`config.mk`:
```
export PLATFORM = sky130hd
export DESIGN_NAME = stopwatch_display_mux
export DESIGN_NICKNAME = d
export VERILOG_FILES = /design/src/rtl/stopwatch_display_mux.sv
export SDC_FILE = /design/constraint.sdc
export NUM_CORES = 1
export LEC_CHECK = 0
export ABC_AREA = 1
export ABC_CLOCK_PERIOD_IN_PS = 4550
export BUFFER_PORTS_ARGS = -buffer_cell sky130_fd_sc_hd__buf_2
export CORE_MARGIN = 10
export CORE_UTILIZATION = 30
export CTS_BUF_LIST = sky130_fd_sc_hd__clkbuf_16
export DETAILED_ROUTE_END_ITERATION = 7
export PLACE_DENSITY = 0.52
export REMOVE_ABC_BUFFERS = 1
export SLEW_MARGIN = 25
export SYNTH_ARGS = -nofsm -noshare
export SYNTH_HDL_FRONTEND = slang
export SYNTH_SLANG_ARGS = --single-unit
```
`constraint.sdc`:
```
create_clock -name clk -period 4.55 [get_ports clk]
set_input_delay 0.91 -clock clk [delete_from_list [all_inputs] [get_ports clk]]
set_output_delay 0.91 -clock clk [all_outputs]
set_load 0.01 [all_outputs]
```
`src/rtl/stopwatch_display_mux.sv`:
```
// Six-digit multiplexed 7-segment driver for hh.mm.ss. Converts a once-per-frame
// snapshot of binary time fields to BCD and scans common-anode digits.
module stopwatch_display_mux #(
    parameter int SCAN_DIV = 50000
) (
    input  logic       clk,
    input  logic       rst,
    input  logic [5:0] seconds,
    input  logic [5:0] minutes,
    input  logic [4:0] hours,
    input  logic       hold,
    output logic [5:0] an,
    output logic [6:0] seg,
    output logic       dp,
    output logic       frame_done
);

    localparam int CW = (SCAN_DIV > 2) ? $clog2(SCAN_DIV) : 1;
    localparam logic [CW-1:0] DIV_TC = CW'(SCAN_DIV - 1);
    localparam logic [6:0] SEG_DASH = 7'b0111111;

    logic [CW-1:0] div_cnt;
    logic [2:0]    digit_idx;
    logic          primed;
    logic [5:0]    snap_sec;
    logic [5:0]    snap_min;
    logic [4:0]    snap_hr;

    logic          tc;
    logic          wrap;
    logic [5:0]    field_val;
    logic          field_bad;
    logic [3:0]    bcd_tens;
    logic [3:0]    bcd_units;
    logic [3:0]    digit_val;
    logic [6:0]    seg_nxt;
    logic [5:0]    an_nxt;
    logic          dp_nxt;

    function automatic logic [6:0] seg_decode(input logic [3:0] d);
        logic [6:0] s;
        case (d)
            4'd0:    s = 7'b1000000;
            4'd1:    s = 7'b1111001;
            4'd2:    s = 7'b0100100;
            4'd3:    s = 7'b0110000;
            4'd4:    s = 7'b0011001;
            4'd5:    s = 7'b0010010;
            4'd6:    s = 7'b0000010;
            4'd7:    s = 7'b1111000;
            4'd8:    s = 7'b0000000;
            4'd9:    s = 7'b0010000;
            default: s = 7'b1111111;
        endcase
        return s;
    endfunction

    assign tc   = (div_cnt == DIV_TC);
    assign wrap = tc && (digit_idx == 3'd5);

    always_comb begin
        field_val = 6'd0;
        field_bad = 1'b0;
        case (digit_idx)
            3'd0, 3'd1: begin
                field_val = snap_sec;
                field_bad = (snap_sec > 6'd59);
            end
            3'd2, 3'd3: begin
                field_val = snap_min;
                field_bad = (snap_min > 6'd59);
            end
            3'd4, 3'd5: begin
                field_val = {1'b0, snap_hr};
                field_bad = (snap_hr > 5'd23);
            end
            default: begin
                field_val = 6'd0;
                field_bad = 1'b0;
            end
        endcase
        bcd_tens  = 4'(field_val / 6'd10);
        bcd_units = 4'(field_val % 6'd10);
        digit_val = digit_idx[0] ? bcd_tens : bcd_units;
        seg_nxt   = field_bad ? SEG_DASH : seg_decode(digit_val);
        an_nxt    = ~(6'b000001 << digit_idx);
        dp_nxt    = !((digit_idx == 3'd2) || (digit_idx == 3'd4));
    end

    always_ff @(posedge clk) begin
        if (rst) begin
            div_cnt    <= '0;
            digit_idx  <= 3'd0;
            primed     <= 1'b0;
            snap_sec   <= 6'd0;
            snap_min   <= 6'd0;
            snap_hr    <= 5'd0;
            an         <= 6'b111111;
            seg        <= 7'b1111111;
            dp         <= 1'b1;
            frame_done <= 1'b0;
        end else begin
            if (tc) begin
                div_cnt   <= '0;
                digit_idx <= (digit_idx == 3'd5) ? 3'd0 : digit_idx + 3'd1;
            end else begin
                div_cnt <= div_cnt + 1'b1;
            end
            // Snapshot only at the frame boundary so a rollover never tears a frame.
            if (!primed || (wrap && !hold)) begin
                snap_sec <= seconds;
                snap_min <= minutes;
                snap_hr  <= hours;
            end
            primed     <= 1'b1;
            an         <= an_nxt;
            seg        <= seg_nxt;
            dp         <= dp_nxt;
            frame_done <= wrap;
        end
    end

endmodule

```
==> metrics.log <==
[metrics] outcome: finished clean
[metrics] power per unit of standard cell area: 387 nW/um^2
[metrics] row count: 33
[metrics] clock sink total: 52
[metrics] minimum period implied by the final worst setup slack: 3.42 ns
[metrics] type of the setup path with the least slack: flop to flop
[metrics] total count of max-transition violations in the final report: 0
[metrics] half-perimeter wire length after placement: 4.14 mm
[metrics] cells on worst reg2reg path: 29
[metrics] number of I/O port buffers: 34
[metrics] number of global-route vias before repair: about 2000
[metrics] slew at the pin closest to its max-slew limit: between 0.6 and 0.7 ns
[metrics] total of max-cap violations: 0
[metrics] hold path start: div_cnt[0]
[metrics] largest stage delay on the critical path: between 0.6 and 0.7 ns
[metrics] Hold Vio Cnt, Final: 0
[metrics] summed negative setup slack over all endpoints: 0 ns
[metrics] share of synthesized area occupied by flip-flops and latches: 0.402
[metrics] CP arrival: 3.58 ns
[metrics] Via Count: roughly 2100
[metrics] dominant cells by area after synthesis: dfxtp_1, nand2_1, nor2_1
[metrics] die outline width: 113 um
[metrics] share of Yosys cell area claimed by the top area cell type: 0.402
[metrics] Post-Syn Instances: around 340
[metrics] clock latency of the later-clocked register in the worst-skew pair: around 0.29 ns
[metrics] Post-Route Skew: roughly 0.0064 ns
[metrics] kind of cell adding the most delay to the critical path: simple AND/OR/NAND/NOR gates
[metrics] CTS tree: done
[metrics] NumNets Final: slightly above 400
[metrics] unrepaired setup endpoints after global routing: no
[metrics] Post-Route WL: approximately 5.4 mm
[metrics] cell repeated most along the worst path: nand2_1
[metrics] number of buffers and inverters on the critical path: 8
[metrics] placeable core region: 8300 sq um
[metrics] initial core utilization: 0.312
[metrics] Diodes inserted: 0
[metrics] maximum number of pins on one net before global-route repair: 29
[metrics] total global-route track usage: 0.0866
[metrics] Die Span Y: about 110 um
[metrics] full die area: ~13000 sq um
[metrics] initial drt markers: 107
[metrics] worst flop-to-flop path startpoint: digit_idx[0]
[metrics] number of buffers between clock root and the deepest sink: 2
[metrics] average wire per cell in the routed design: 11.2 um
[metrics] Critical Path RT: 4.71 ns
[metrics] instance count along the most critical hold path: 1
[metrics] clock input transition at the sequential cells of the worst setup and hold paths: about 0.070 ns
[metrics] number of nets with antenna violations after routing: 0
[metrics] standard cell with the maximum stage delay on the critical path: dfxtp_1
[metrics] layout cell share with drive strength beyond 1: 0.243
[metrics] remaining routing DRC violations: 0
[metrics] period utilization: 0.752
[metrics] hold buffers post-CTS: 0
[metrics] cts repair resizes: 0
[metrics] setup bufs post-CTS: 0
[metrics] count of H-tree levels built during CTS: 2
[metrics] kind of end point of the critical path: flop
[metrics] Static Leakage: approximately 1.3 nW
[metrics] total clock buffers created by CTS: 5
[metrics] number of synthesized register bits: between 50 and 60
[metrics] Endpoint, Worst Hold: div_cnt[0]
[metrics] via density per instance: around 4.4
[metrics] first-pass GRT wire length: roughly 9.5 mm
[metrics] headroom to the max-slew limit: 0.544
[metrics] Netlist Area Pre-Place: ~2600 sq um
[metrics] Synth-to-Final Area Change: 17.1%
[metrics] Ports: 35
[metrics] type of the worst min-delay path: flop to flop
[metrics] timing-limited maximum frequency: 0.292 GHz
[metrics] antenna violations before repair: 0
[metrics] Crit. Startpoint: digit_idx[0]
[metrics] kind of launch point of the worst setup path: flop
[metrics] synthesis warning total: 0
[metrics] Reg2Reg Capture Point: seg[6]
[metrics] fill cell instance count of the final layout: a little under 900
[metrics] count of cell types in the netlist: 36
[metrics] drt pass-1 iters: 4
[metrics] overall overflow remaining after global route: 0
[metrics] worst supply voltage drop on vdd: approximately 160 uV
[metrics] post-route worst hold slack: between 0.4 and 0.5 ns
[metrics] gp weighted congestion: approximately 0.81
[metrics] flop2flop setup slack: 1.13 ns
[metrics] buffer type at the clock tree root: clkbuf_16
[metrics] average cell area after synthesis: 7.66 sq um
[metrics] Synth area leader: dfxtp_1
[metrics] final-report setup violation count: 0
[metrics] highest fanout seen on the critical path: 9
## metrics by stage
stage                     utilization  cells  total power, mW  setup WS, ns  area, sq um
after global routing            0.365    480             1.25         0.737         3030
final                           0.365    480             1.17          1.13         3030
after detailed placement        0.346    472            0.770          1.13         2870
after CTS                       0.365    480             1.19          1.10         3030
after global placement          0.346    472            0.769          1.21         2870
after floorplan                     -    332            0.704          1.46         2560
## cells in the mapped netlist
master / n
o32ai_1: 1
nand3_4: 2
dfxtp_1: 52
xor2_1: 4
o21ai_0: 25
nor3_1: 5
o21ai_2: 2
inv_2: 9
a221oi_2: 1
a21oi_2: 1
ha_1: 9
nand4_1: 7
inv_6: 1
o21a_1: 1
a31oi_1: 1
clkbuf_1: 4
buf_1: 1
nor4_1: 1
nand2_4: 9
nand2_2: 16
nor2_1: 51
a21boi_1: 2
nor3_4: 1
buf_6: 1
o21ai_1: 3
nand2_1: 51
nor2_4: 1
nand3_1: 24
nand3_2: 5
or2_1: 1
nand3b_1: 1
inv_1: 29
xnor2_1: 1
clkinv_1: 2
a21boi_4: 1
a21oi_1: 12
## power by group
part / switching, mW / internal, mW / total, mW
Clock: 0.160 / 0.257 / 0.416
Sequential: 0.0157 / 0.490 / 0.506
Combinational: 0.158 / 0.0923 / 0.251
## kinds of logic (layout without fill, tap and decap cells)
group                    Yosys count  count (layout)  synth area share
flip-flops                        52              52             0.402
XOR/XNOR                           5               5            0.0169
buffers and inverters             47              84            0.0729
adder cells (fa/ha/maj)            9               9            0.0435
AND/OR/NAND/NOR                  175             175             0.350
AO/OA/AOI/OAI                     50              50             0.115
## per-layer routing
layer  GRT usage  vias up  share of wire
li1            -     1169              -
met1       0.121      905           0.53
met2       0.123       48           0.39
met3      0.0291        6          0.069
met4      0.0228        0          0.010
met5           0        -              0
## state kept, by name, summed over array words and instances (netlist names)
signal      count
div_cnt        16
snap_sec        6
dp              1
snap_hr         5
seg             7
primed          1
snap_min        6
an              6
digit_idx       3
frame_done      1
## worst max-delay path by stage
stage          depth (start not counted)  slack [ns]  endpoint
3_5_place_dp                          29        1.13    seg[6]
4_1_cts                               29        1.10    seg[6]
3_3_place_gp                          29        1.21    seg[6]
6_report                              29        1.13    seg[6]
5_1_grt                               26        0.74    seg[6]
2_1_floorplan                         29        1.46    seg[6]
## placed cells by master, fill, tap and decap left out, drive strengths merged, types with 6 or more instances in the layout
| master | n |
|---|---|
| nand2 | 76 |
| buf | 35 |
| inv | 40 |
| nand4 | 7 |
| nor3 | 6 |
| o21ai | 30 |
| ha | 9 |
| nand3 | 31 |
| a21oi | 13 |
| dfxtp | 52 |
| nor2 | 52 |
## layout make-up
type | count | area (sq um) | area share
tap | 105 | 131 | 0.0433
clock buffer | 5 | 125 | 0.0413
inverter | 41 | 159 | 0.0524
multi-input combinational | 239 | 1360 | 0.448
timing repair buffer | 35 | 178 | 0.0586
clock inverter | 3 | 38.8 | 0.0128
sequential | 52 | 1040 | 0.343
Note: power is estimated with default switching activity, not from simulation.
